`src/rtl/fpu_req_issuer_pkg.sv`:
```
// Shared definitions for the div/sqrt issue stage.
//   OP_DIV / OP_SQRT : request opcode and FPU process select values
//   QNAN             : result word reported when an operation is aborted
//   state_e          : issue FSM encoding
package fpu_req_issuer_pkg;

  localparam logic        OP_DIV  = 1'b0;
  localparam logic        OP_SQRT = 1'b1;
  localparam logic [31:0] QNAN    = 32'h7FC0_0000;

  typedef enum logic [1:0] {
    IDLE   = 2'd0,
    ISSUE  = 2'd1,
    WAIT_Z = 2'd2
  } state_e;

endpackage

```
`src/rtl/fpu_req_issuer_if.sv`:
```
// Request/response port of the div/sqrt issue stage.
//   req_valid/req_ready : request handshake, transfer on valid&ready
//   req_op/a/b/tag      : opcode (0=div, 1=sqrt), operands, caller tag
//   rsp_valid/rsp_ready : response handshake, pop on valid&ready
//   rsp_z/tag/err       : result, returned tag, watchdog-abort flag
// master = requester side, slave = issuer side.
interface fpu_req_issuer_if #(
  parameter int TAG_W = 4
) ();

  logic             req_valid;
  logic             req_ready;
  logic             req_op;
  logic [31:0]      req_a;
  logic [31:0]      req_b;
  logic [TAG_W-1:0] req_tag;
  logic             rsp_valid;
  logic             rsp_ready;
  logic [31:0]      rsp_z;
  logic [TAG_W-1:0] rsp_tag;
  logic             rsp_err;

  modport master (
    output req_valid, req_op, req_a, req_b, req_tag, rsp_ready,
    input  req_ready, rsp_valid, rsp_z, rsp_tag, rsp_err
  );

  modport slave (
    input  req_valid, req_op, req_a, req_b, req_tag, rsp_ready,
    output req_ready, rsp_valid, rsp_z, rsp_tag, rsp_err
  );

endinterface

```
`src/rtl/fpu_rsp_fifo.sv`:
```
// Synchronous show-ahead FIFO holding issue-stage responses.
//   clk, rst   : clock, synchronous active-high reset
//   push/data  : write port (ignored when full)
//   pop        : read port (ignored when empty); pop_data shows the head
//   count      : number of stored entries (0..DEPTH)
//   full/empty : status flags
// DEPTH must be a power of two so the pointers wrap naturally.
module fpu_rsp_fifo #(
  parameter int WIDTH = 37,
  parameter int DEPTH = 4
) (
  input  logic                       clk,
  input  logic                       rst,
  input  logic                       push,
  input  logic [WIDTH-1:0]           push_data,
  input  logic                       pop,
  output logic [WIDTH-1:0]           pop_data,
  output logic [$clog2(DEPTH):0]     count,
  output logic                       full,
  output logic                       empty
);

  localparam int AW    = $clog2(DEPTH);
  localparam int CNT_W = AW + 1;

  logic [WIDTH-1:0] mem_r [DEPTH];
  logic [AW-1:0]    wr_ptr_r;
  logic [AW-1:0]    rd_ptr_r;
  logic [CNT_W-1:0] count_r;
  logic             do_push_s;
  logic             do_pop_s;

  assign do_push_s = push && !full;
  assign do_pop_s  = pop && !empty;

  assign full     = (count_r == CNT_W'(DEPTH));
  assign empty    = (count_r == {CNT_W{1'b0}});
  assign count    = count_r;
  assign pop_data = mem_r[rd_ptr_r];

  // Storage array: cleared on reset so the head never shows stale data
  always_ff @(posedge clk) begin
    if (rst) begin
      for (int i = 0; i < DEPTH; i++) begin
        mem_r[i] <= {WIDTH{1'b0}};
      end
    end else if (do_push_s) begin
      mem_r[wr_ptr_r] <= push_data;
    end else begin
      mem_r[wr_ptr_r] <= mem_r[wr_ptr_r];
    end
  end

  // Read/write pointers and occupancy counter
  always_ff @(posedge clk) begin
    if (rst) begin
      wr_ptr_r <= {AW{1'b0}};
      rd_ptr_r <= {AW{1'b0}};
      count_r  <= {CNT_W{1'b0}};
    end else begin
      if (do_push_s) begin
        wr_ptr_r <= wr_ptr_r + AW'(1);
      end
      if (do_pop_s) begin
        rd_ptr_r <= rd_ptr_r + AW'(1);
      end
      case ({do_push_s, do_pop_s})
        2'b10:   count_r <= count_r + CNT_W'(1);
        2'b01:   count_r <= count_r - CNT_W'(1);
        default: count_r <= count_r;
      endcase
    end
  end

endmodule

```
`src/rtl/fpu_req_issuer.sv`:
```
// Issue stage for the single-precision div/sqrt unit.
//   clk, rst        : clock, synchronous active-high reset
//   rq (slave)      : request/response port, see fpu_req_issuer_if
//   input_a/b       : operands to the FPU, with input_a_stb/input_b_stb
//   input_a/b_ack   : operand acknowledges from the FPU
//   process         : FPU operation select, 0=div, 1=sqrt
//   output_z(_stb)  : FPU result and strobe; output_z_ack acknowledges it
//   err_timeout     : sticky flag, set when the watchdog aborts an operation
// One operation is in flight at a time; results land in a small FIFO.
module fpu_req_issuer
  import fpu_req_issuer_pkg::*;
#(
  parameter int RSP_DEPTH   = 4,
  parameter int TAG_W       = 4,
  parameter int TIMEOUT_CYC = 255
) (
  input  logic        clk,
  input  logic        rst,
  fpu_req_issuer_if.slave rq,
  output logic [31:0] input_a,
  output logic [31:0] input_b,
  output logic        input_a_stb,
  output logic        input_b_stb,
  output logic        process,
  input  logic        input_a_ack,
  input  logic        input_b_ack,
  input  logic [31:0] output_z,
  input  logic        output_z_stb,
  output logic        output_z_ack,
  output logic        err_timeout
);

  localparam int         FIFO_W  = 32 + TAG_W + 1;
  localparam int         CNT_W   = $clog2(RSP_DEPTH) + 1;
  localparam logic [7:0] WD_LAST = 8'(TIMEOUT_CYC - 1);

  state_e             state_r;
  state_e             state_s;
  logic [31:0]        a_r;
  logic [31:0]        b_r;
  logic [TAG_W-1:0]   tag_r;
  logic               process_r;
  logic               a_stb_r;
  logic               b_stb_r;
  logic [7:0]         wd_r;
  logic               z_ack_r;
  logic [31:0]        z_r;
  logic               err_timeout_r;

  logic               req_ready_s;
  logic               accept_s;
  logic               busy_s;
  logic               timeout_s;
  logic               done_s;
  logic               abort_s;
  logic               z_take_s;
  logic               a_pend_s;
  logic               b_pend_s;
  logic               push_s;
  logic [FIFO_W-1:0]  push_data_s;
  logic [FIFO_W-1:0]  pop_data_s;
  logic               pop_s;
  logic [CNT_W-1:0]   fifo_count_s;
  logic               fifo_full_s;
  logic               fifo_empty_s;

  // Handshake and control decode shared by the FSM and the datapath
  always_comb begin
    req_ready_s = (state_r == IDLE) && (fifo_count_s < CNT_W'(RSP_DEPTH));
    accept_s    = rq.req_valid && req_ready_s;
    busy_s      = (state_r == ISSUE) || (state_r == WAIT_Z);
    // wd_r counts completed busy cycles, so this is the last allowed one
    timeout_s   = busy_s && (wd_r == WD_LAST);
    // The ack cycle is the completion point; it wins over a timeout there
    done_s      = (state_r == WAIT_Z) && z_ack_r;
    abort_s     = timeout_s && !done_s;
    // A strobe during the ack cycle is the same result still being held
    z_take_s    = (state_r == WAIT_Z) && !z_ack_r && output_z_stb && !timeout_s;
    a_pend_s    = a_stb_r && !input_a_ack;
    b_pend_s    = b_stb_r && !input_b_ack;
    push_s      = (done_s || abort_s) && !fifo_full_s;
    pop_s       = rq.rsp_ready && !fifo_empty_s;
  end

  // Response word: normal result or the abort marker
  always_comb begin
    push_data_s = {z_r, tag_r, 1'b0};
    if (abort_s) begin
      push_data_s = {QNAN, tag_r, 1'b1};
    end else begin
      push_data_s = {z_r, tag_r, 1'b0};
    end
  end

  // FSM next state
  always_comb begin
    state_s = state_r;
    case (state_r)
      IDLE: begin
        if (accept_s) begin
          state_s = ISSUE;
        end else begin
          state_s = IDLE;
        end
      end
      ISSUE: begin
        if (abort_s) begin
          state_s = IDLE;
        end else if (!a_pend_s && !b_pend_s) begin
          state_s = WAIT_Z;
        end else begin
          state_s = ISSUE;
        end
      end
      WAIT_Z: begin
        if (done_s || abort_s) begin
          state_s = IDLE;
        end else begin
          state_s = WAIT_Z;
        end
      end
      default: state_s = IDLE;
    endcase
  end

  // FSM state register
  always_ff @(posedge clk) begin
    if (rst) begin
      state_r <= IDLE;
    end else begin
      state_r <= state_s;
    end
  end

  // Operand, tag and process select capture on accept
  always_ff @(posedge clk) begin
    if (rst) begin
      a_r       <= 32'h0000_0000;
      b_r       <= 32'h0000_0000;
      tag_r     <= {TAG_W{1'b0}};
      process_r <= OP_DIV;
    end else if (accept_s) begin
      a_r       <= rq.req_a;
      b_r       <= rq.req_b;
      tag_r     <= rq.req_tag;
      process_r <= rq.req_op;
    end else begin
      a_r       <= a_r;
      b_r       <= b_r;
      tag_r     <= tag_r;
      process_r <= process_r;
    end
  end

  // Operand strobes: each drops independently once its own ack is sampled
  always_ff @(posedge clk) begin
    if (rst) begin
      a_stb_r <= 1'b0;
      b_stb_r <= 1'b0;
    end else if (accept_s) begin
      a_stb_r <= 1'b1;
      b_stb_r <= (rq.req_op == OP_DIV);
    end else if (abort_s) begin
      a_stb_r <= 1'b0;
      b_stb_r <= 1'b0;
    end else begin
      a_stb_r <= a_pend_s;
      b_stb_r <= b_pend_s;
    end
  end

  // Watchdog: counts cycles spent in ISSUE and WAIT_Z
  always_ff @(posedge clk) begin
    if (rst) begin
      wd_r <= 8'd0;
    end else if (accept_s) begin
      wd_r <= 8'd0;
    end else if (busy_s) begin
      wd_r <= wd_r + 8'd1;
    end else begin
      wd_r <= wd_r;
    end
  end

  // Result capture and one-cycle output_z_ack
  always_ff @(posedge clk) begin
    if (rst) begin
      z_ack_r <= 1'b0;
      z_r     <= 32'h0000_0000;
    end else begin
      z_ack_r <= z_take_s;
      if (z_take_s) begin
        z_r <= output_z;
      end else begin
        z_r <= z_r;
      end
    end
  end

  // Sticky abort flag, only cleared by reset
  always_ff @(posedge clk) begin
    if (rst) begin
      err_timeout_r <= 1'b0;
    end else if (abort_s) begin
      err_timeout_r <= 1'b1;
    end else begin
      err_timeout_r <= err_timeout_r;
    end
  end

  fpu_rsp_fifo #(
    .WIDTH (FIFO_W),
    .DEPTH (RSP_DEPTH)
  ) u_rsp_fifo (
    .clk       (clk),
    .rst       (rst),
    .push      (push_s),
    .push_data (push_data_s),
    .pop       (pop_s),
    .pop_data  (pop_data_s),
    .count     (fifo_count_s),
    .full      (fifo_full_s),
    .empty     (fifo_empty_s)
  );

  assign rq.req_ready = req_ready_s;
  assign rq.rsp_valid = !fifo_empty_s;
  assign {rq.rsp_z, rq.rsp_tag, rq.rsp_err} = pop_data_s;

  assign input_a      = a_r;
  assign input_b      = b_r;
  assign input_a_stb  = a_stb_r;
  assign input_b_stb  = b_stb_r;
  assign process      = process_r;
  assign output_z_ack = z_ack_r;
  assign err_timeout  = err_timeout_r;

endmodule

```
`src/flat_wrapper.sv`:
```
// flat-port wrapper written by rule: the top's interface ports become plain ports
module fpu_req_issuer_flat import fpu_req_issuer_pkg::*;
#(
  parameter int RSP_DEPTH   = 4,
  parameter int TAG_W       = 4,
  parameter int TIMEOUT_CYC = 255
)
  (clk, rst, input_a, input_b, input_a_stb, input_b_stb, process, input_a_ack, input_b_ack, output_z, output_z_stb, output_z_ack, err_timeout, rq_req_valid, rq_req_op, rq_req_a, rq_req_b, rq_req_tag, rq_rsp_ready, rq_req_ready, rq_rsp_valid, rq_rsp_z, rq_rsp_tag, rq_rsp_err);
  fpu_req_issuer_if #(.TAG_W(TAG_W)) rq_i ();
  input  logic clk;
  input  logic rst;
  output logic [31:0] input_a;
  output logic [31:0] input_b;
  output logic input_a_stb;
  output logic input_b_stb;
  output logic process;
  input  logic input_a_ack;
  input  logic input_b_ack;
  input  logic [31:0] output_z;
  input  logic output_z_stb;
  output logic output_z_ack;
  output logic err_timeout;
  input wire logic [$bits(rq_i.req_valid)-1:0] rq_req_valid;
  input wire logic [$bits(rq_i.req_op)-1:0] rq_req_op;
  input wire logic [$bits(rq_i.req_a)-1:0] rq_req_a;
  input wire logic [$bits(rq_i.req_b)-1:0] rq_req_b;
  input wire logic [$bits(rq_i.req_tag)-1:0] rq_req_tag;
  input wire logic [$bits(rq_i.rsp_ready)-1:0] rq_rsp_ready;
  output wire logic [$bits(rq_i.req_ready)-1:0] rq_req_ready;
  output wire logic [$bits(rq_i.rsp_valid)-1:0] rq_rsp_valid;
  output wire logic [$bits(rq_i.rsp_z)-1:0] rq_rsp_z;
  output wire logic [$bits(rq_i.rsp_tag)-1:0] rq_rsp_tag;
  output wire logic [$bits(rq_i.rsp_err)-1:0] rq_rsp_err;
  assign rq_i.req_valid = rq_req_valid;
  assign rq_i.req_op = rq_req_op;
  assign rq_i.req_a = rq_req_a;
  assign rq_i.req_b = rq_req_b;
  assign rq_i.req_tag = rq_req_tag;
  assign rq_i.rsp_ready = rq_rsp_ready;
  assign rq_req_ready = rq_i.req_ready;
  assign rq_rsp_valid = rq_i.rsp_valid;
  assign rq_rsp_z = rq_i.rsp_z;
  assign rq_rsp_tag = rq_i.rsp_tag;
  assign rq_rsp_err = rq_i.rsp_err;
  fpu_req_issuer #(.RSP_DEPTH(RSP_DEPTH), .TAG_W(TAG_W), .TIMEOUT_CYC(TIMEOUT_CYC)) u_core (.clk(clk), .rst(rst), .rq(rq_i), .input_a(input_a), .input_b(input_b), .input_a_stb(input_a_stb), .input_b_stb(input_b_stb), .process(process), .input_a_ack(input_a_ack), .input_b_ack(input_b_ack), .output_z(output_z), .output_z_stb(output_z_stb), .output_z_ack(output_z_ack), .err_timeout(err_timeout));
endmodule
```
`config.mk`:
```
export PLATFORM = sky130hd
export DESIGN_NAME = fpu_req_issuer_flat
export DESIGN_NICKNAME = d
export VERILOG_FILES = /design/src/rtl/fpu_req_issuer_pkg.sv /design/src/rtl/fpu_req_issuer_if.sv /design/src/rtl/fpu_rsp_fifo.sv /design/src/rtl/fpu_req_issuer.sv /design/src/flat_wrapper.sv
export SDC_FILE = /design/constraint.sdc
export NUM_CORES = 1
export LEC_CHECK = 0
export BUFFER_PORTS_ARGS = -buffer_cell sky130_fd_sc_hd__buf_2
export CAP_MARGIN = 20
export CORE_MARGIN = 10
export CORE_UTILIZATION = 45
export DETAILED_ROUTE_END_ITERATION = 8
export GPL_ROUTABILITY_DRIVEN = 0
export PLACE_DENSITY_LB_ADDON = 0.3
export SYNTH_ARGS = -nofsm -noshare
export SYNTH_HDL_FRONTEND = slang
export SYNTH_SLANG_ARGS = --single-unit
```
`constraint.sdc`:
```
create_clock -name clk -period 5.3 [get_ports clk]
set_input_delay 1.06 -clock clk [delete_from_list [all_inputs] [get_ports clk]]
set_output_delay 1.06 -clock clk [all_outputs]
set_load 0.005 [all_outputs]
```
==> results.py <==
metrics = {
    "final_layout": {
        "drive_gt1_frac": 0.2775,
        "area_growth_pct": 20.34,
        "nNetsFinal": 1258,
        "final_common_cell": "buf_2",
        "design_area_um2": 13070,
        "post-route-util": 0.5534,
        "regArea_um2": 6929,
        "final_cell_mix": "214 x buf_2, 212 x nand2_1, 148 x edfxtp_1",
        "multi_input_area_um2": 3660,
        "n_fill_cell": 2073,
    },
    "worst_setup_path": {
        "worst_path_largest_cell_delay_ns": 0.76,
        "worst_r2r_endpoint": "u_core.u_rsp_fifo.mem_r[0][33]",
        "crit_required_ns": 4.24,
        "cp_top_family": "flip-flops",
        "reg2regPathDepth": 6,
        "startpoint_type": "register",
        "slowest_stage": "dfxtp_2",
        "arrival_ns": 2.56,
        "worst-path-buf-inv": 2,
        "r2r_start": "u_core.state_r[0]",
        "crit_chain": "buf_4, mux4_2, buf_2",
        "r2r_setup_slack_ns": 2.06,
        "cp-end-kind": "output pin",
        "critical_path_class": "register to output pin",
        "critPathMaxFanout": 19,
    },
    "global_routing": {
        "globalRoute.busiestLayer": "met2",
        "use_met1": 0.2164,
        "gr-total-overflow": 0,
        "grtUsageMet2": 0.2963,
        "antenna_found_initial": 4,
        "met3_usage": 0.06970,
        "first_global_vias": 8028,
        "grt_max_degree": 97,
        "track_usage": 0.1793,
        "grt_pass1_wl_um": 44300,
    },
    "sta": {
        "min_period_ns": 3.618,
        "rsz0062_at_grt": "false",
        "final.setup.tns_ns": 0,
        "setup_viol": 0,
        "min_period_over_period": 0.6826,
        "final_hold_viol_count": 0,
        "fin_ws_ns": 1.682,
        "skew_ns": 0.01968,
        "maxSlewViolCount": 0,
        "fmax_mhz": 276.4,
        "slew_headroom": 0.3089,
        "tightest_slew_ns": 1.037,
    },
    "clocking": {
        "numClockSinks": 272,
        "cts_tree": "done",
        "cts_buffers": 28,
        "post_cts_buffers": 0,
        "cts_max_level": 1,
        "cts_resized": 0,
        "root_buffer": "clkbuf_16",
        "clock_latency_ns": 0.54,
        "cts_hold_buf": 0,
        "clockBufferDepth": 3,
        "path_clk_slew_ns": 0.06,
    },
    "floorplanning": {
        "die_y_um": 175.3,
        "dieArea_um2": 30750,
        "die_w_um": 175.3,
        "ioPinCount": 216,
        "rows": 56,
        "initial_core_util": 0.4599,
        "core_um2": 23610,
    },
    "placed_design": {
        "preCtsSetupSlack_ns": 1.812,
        "dp_hpwl_um": 19190,
        "portBuffers": 215,
        "dpl_cell_area_um2": 12190,
    },
    "yosys": {
        "syn_inst": 947,
        "syn_nets": 1063,
        "synth_cell_type_count": 42,
        "syn_avg_cell_area_um2": 11.47,
        "ys_seq_elements": 272,
        "yosysSeqAreaShare": 0.6379,
        "syn_area_um2": 10860,
        "yosys_warnings": 0,
    },
    "route": {
        "drt_iter0_markers": 423,
        "drcViolationCount": 0,
        "vias": 7595,
        "viasPerCell": 5.114,
        "drtPass1Iterations": 5,
        "avgRoutedWirePerCell_um": 18.85,
        "routed_wl_um": 27990,
        "ant_nets": 0,
    },
    "hold_path": {
        "hold_start": "u_core.input_b[12]",
        "holdPathStages": 2,
        "worstHoldPathType": "register to register",
        "hold_end": "u_core.input_b[12]",
    },
    "pwr": {
        "peakVddDrop_uv": 265.0,
        "p_total_uw": 4566,
        "p_per_area_nw_per_um2": 349.4,
        "p_leak_uw": 0.005184,
    },
    "flow_run": {
        "max_cap_viol_count": 0,
    },
    "status": {
        "status": "complete, no violations",
    },
}
[worst register-to-register path: cells and delay by family, from the launching register on]
kind / cells / cell delay [ns]
and+or+nand+nor: 3 / 1.71
AOI/OAI and AO/OA: 1 / 0.27
adders and majority gates: 1 / 0.44
buffers and inverters: 1 / 0.07
DFF: 1 / 0.36
[cell type report]
type                            instances  share of cell area
Tap cell                              319             0.03054
Sequential cell                       272              0.5303
Clock inverter                         14            0.008234
Timing Repair Buffer                  225             0.08828
Inverter                               12            0.003447
Clock buffer                           38             0.05879
Multi-Input combinational cell        603              0.2801
Antenna cell                            2           0.0003830
[stage by stage]
stage | hold slack [ns] | cells
global placement | 0.4384 | 1431
detailed placement | 0.4430 | 1431
finish | 0.4493 | 1485
floorplan | 0.4363 | 947
CTS | 0.4508 | 1483
global route | 0.4671 | 1484
[Yosys cell counts]
cell      count  area [um2]
o21ai_2       1       8.760
buf_4         2       15.01
ha_1          7       87.58
inv_1        12       45.04
o21ai_0       5       25.02
or3_1         4       25.02
and3_1       24       150.1
a21oi_1     105       525.5
clkbuf_1     36       135.1
dfxtp_1     124        2482
a41oi_1       1       8.760
nor4_1        1       6.260
xor2_1        6       52.55
nor2b_1       4       25.02
o211ai_2      1       12.51
or3b_2        1       8.760
o211a_1       1       10.01
nand4_1       2       12.51
a41o_1        1       10.01
nor3_1        3       15.01
o31a_1        1       8.760
o21a_1        1       7.510
nand3b_1      1       7.510
edfxtp_1    148        4444
a211oi_1      2       15.01
mux4_2       37       833.3
nor3b_2       2       25.02
xnor2_1       5       43.79
nand2_1     216       810.8
a31o_2        1       8.760
buf_1         4       15.01
nor2_1       88       330.3
nand4_4       1       21.27
nand4_2       2       25.02
and2_1       71       444.2
nand3_1       3       15.01
buf_2        16       80.08
nand2b_1      2       12.51
fa_1          1       20.02
nand2b_4      1       13.76
or2_2         1       6.260
clkbuf_2      2       10.01
[registers in the layout, indices dropped and copies added, names as in the netlist, 2 cells and up, named ones only]
signal / flops
u_core.u_rsp_fifo.wr_ptr_r: 2
u_core.input_b: 32
u_core.u_rsp_fifo.rd_ptr_r: 2
u_core.u_rsp_fifo.count: 3
u_core.z_r: 32
u_core.input_a: 32
u_core.tag_r: 4
u_core.u_rsp_fifo.mem_r: 148
u_core.state_r: 2
u_core.wd_r: 8
[metal layers]
| metal | share of wire | up-vias |
|---|---|---|
| met5 | 0.00096 | - |
| met4 | 0.018 | 4 |
| met3 | 0.11 | 39 |
| met2 | 0.47 | 264 |
| met1 | 0.40 | 3634 |
| li1 | - | 3654 |
[cell families (layout without fill, tap and decap cells)]
logic type               after synthesis  after routing  synth area share
other                                  0              2                 0
XOR/XNOR                              11             11          0.008872
AO/OA/AOI/OAI                        120            120           0.05899
flip-flops                           272            272            0.6379
adder cells (fa/ha/maj)                8              8          0.009909
multiplexers                          37             37           0.07674
AND/OR/NAND/NOR                      427            427            0.1800
buffers and inverters                 72            289           0.02765
[power by group]
group	switching [uW]	total, uW	internal (uW)
clock	796	1860	1060
combinational	214	345	131
sequential	46.6	2360	2310
total	1060	4570	3510
[how the worst max path moves through the flow]
stage / from / to / slack [ns] / depth (start not counted)
2_1_floorplan: u_core.state_r[0] / u_core.u_rsp_fifo.mem_r[3][0] / 0.87 / 7
3_3_place_gp: rst / u_core.u_rsp_fifo.mem_r[0][14] / 1.94 / 4
3_5_place_dp: rst / u_core.u_rsp_fifo.mem_r[0][14] / 1.81 / 4
4_1_cts: register / rq_rsp_z[2] / 1.61 / 3
5_1_grt: register / rq_rsp_z[31] / 1.50 / 3
6_report: register / rq_rsp_z[2] / 1.68 / 3
No activity file was read; power rests on OpenSTA's default activity.
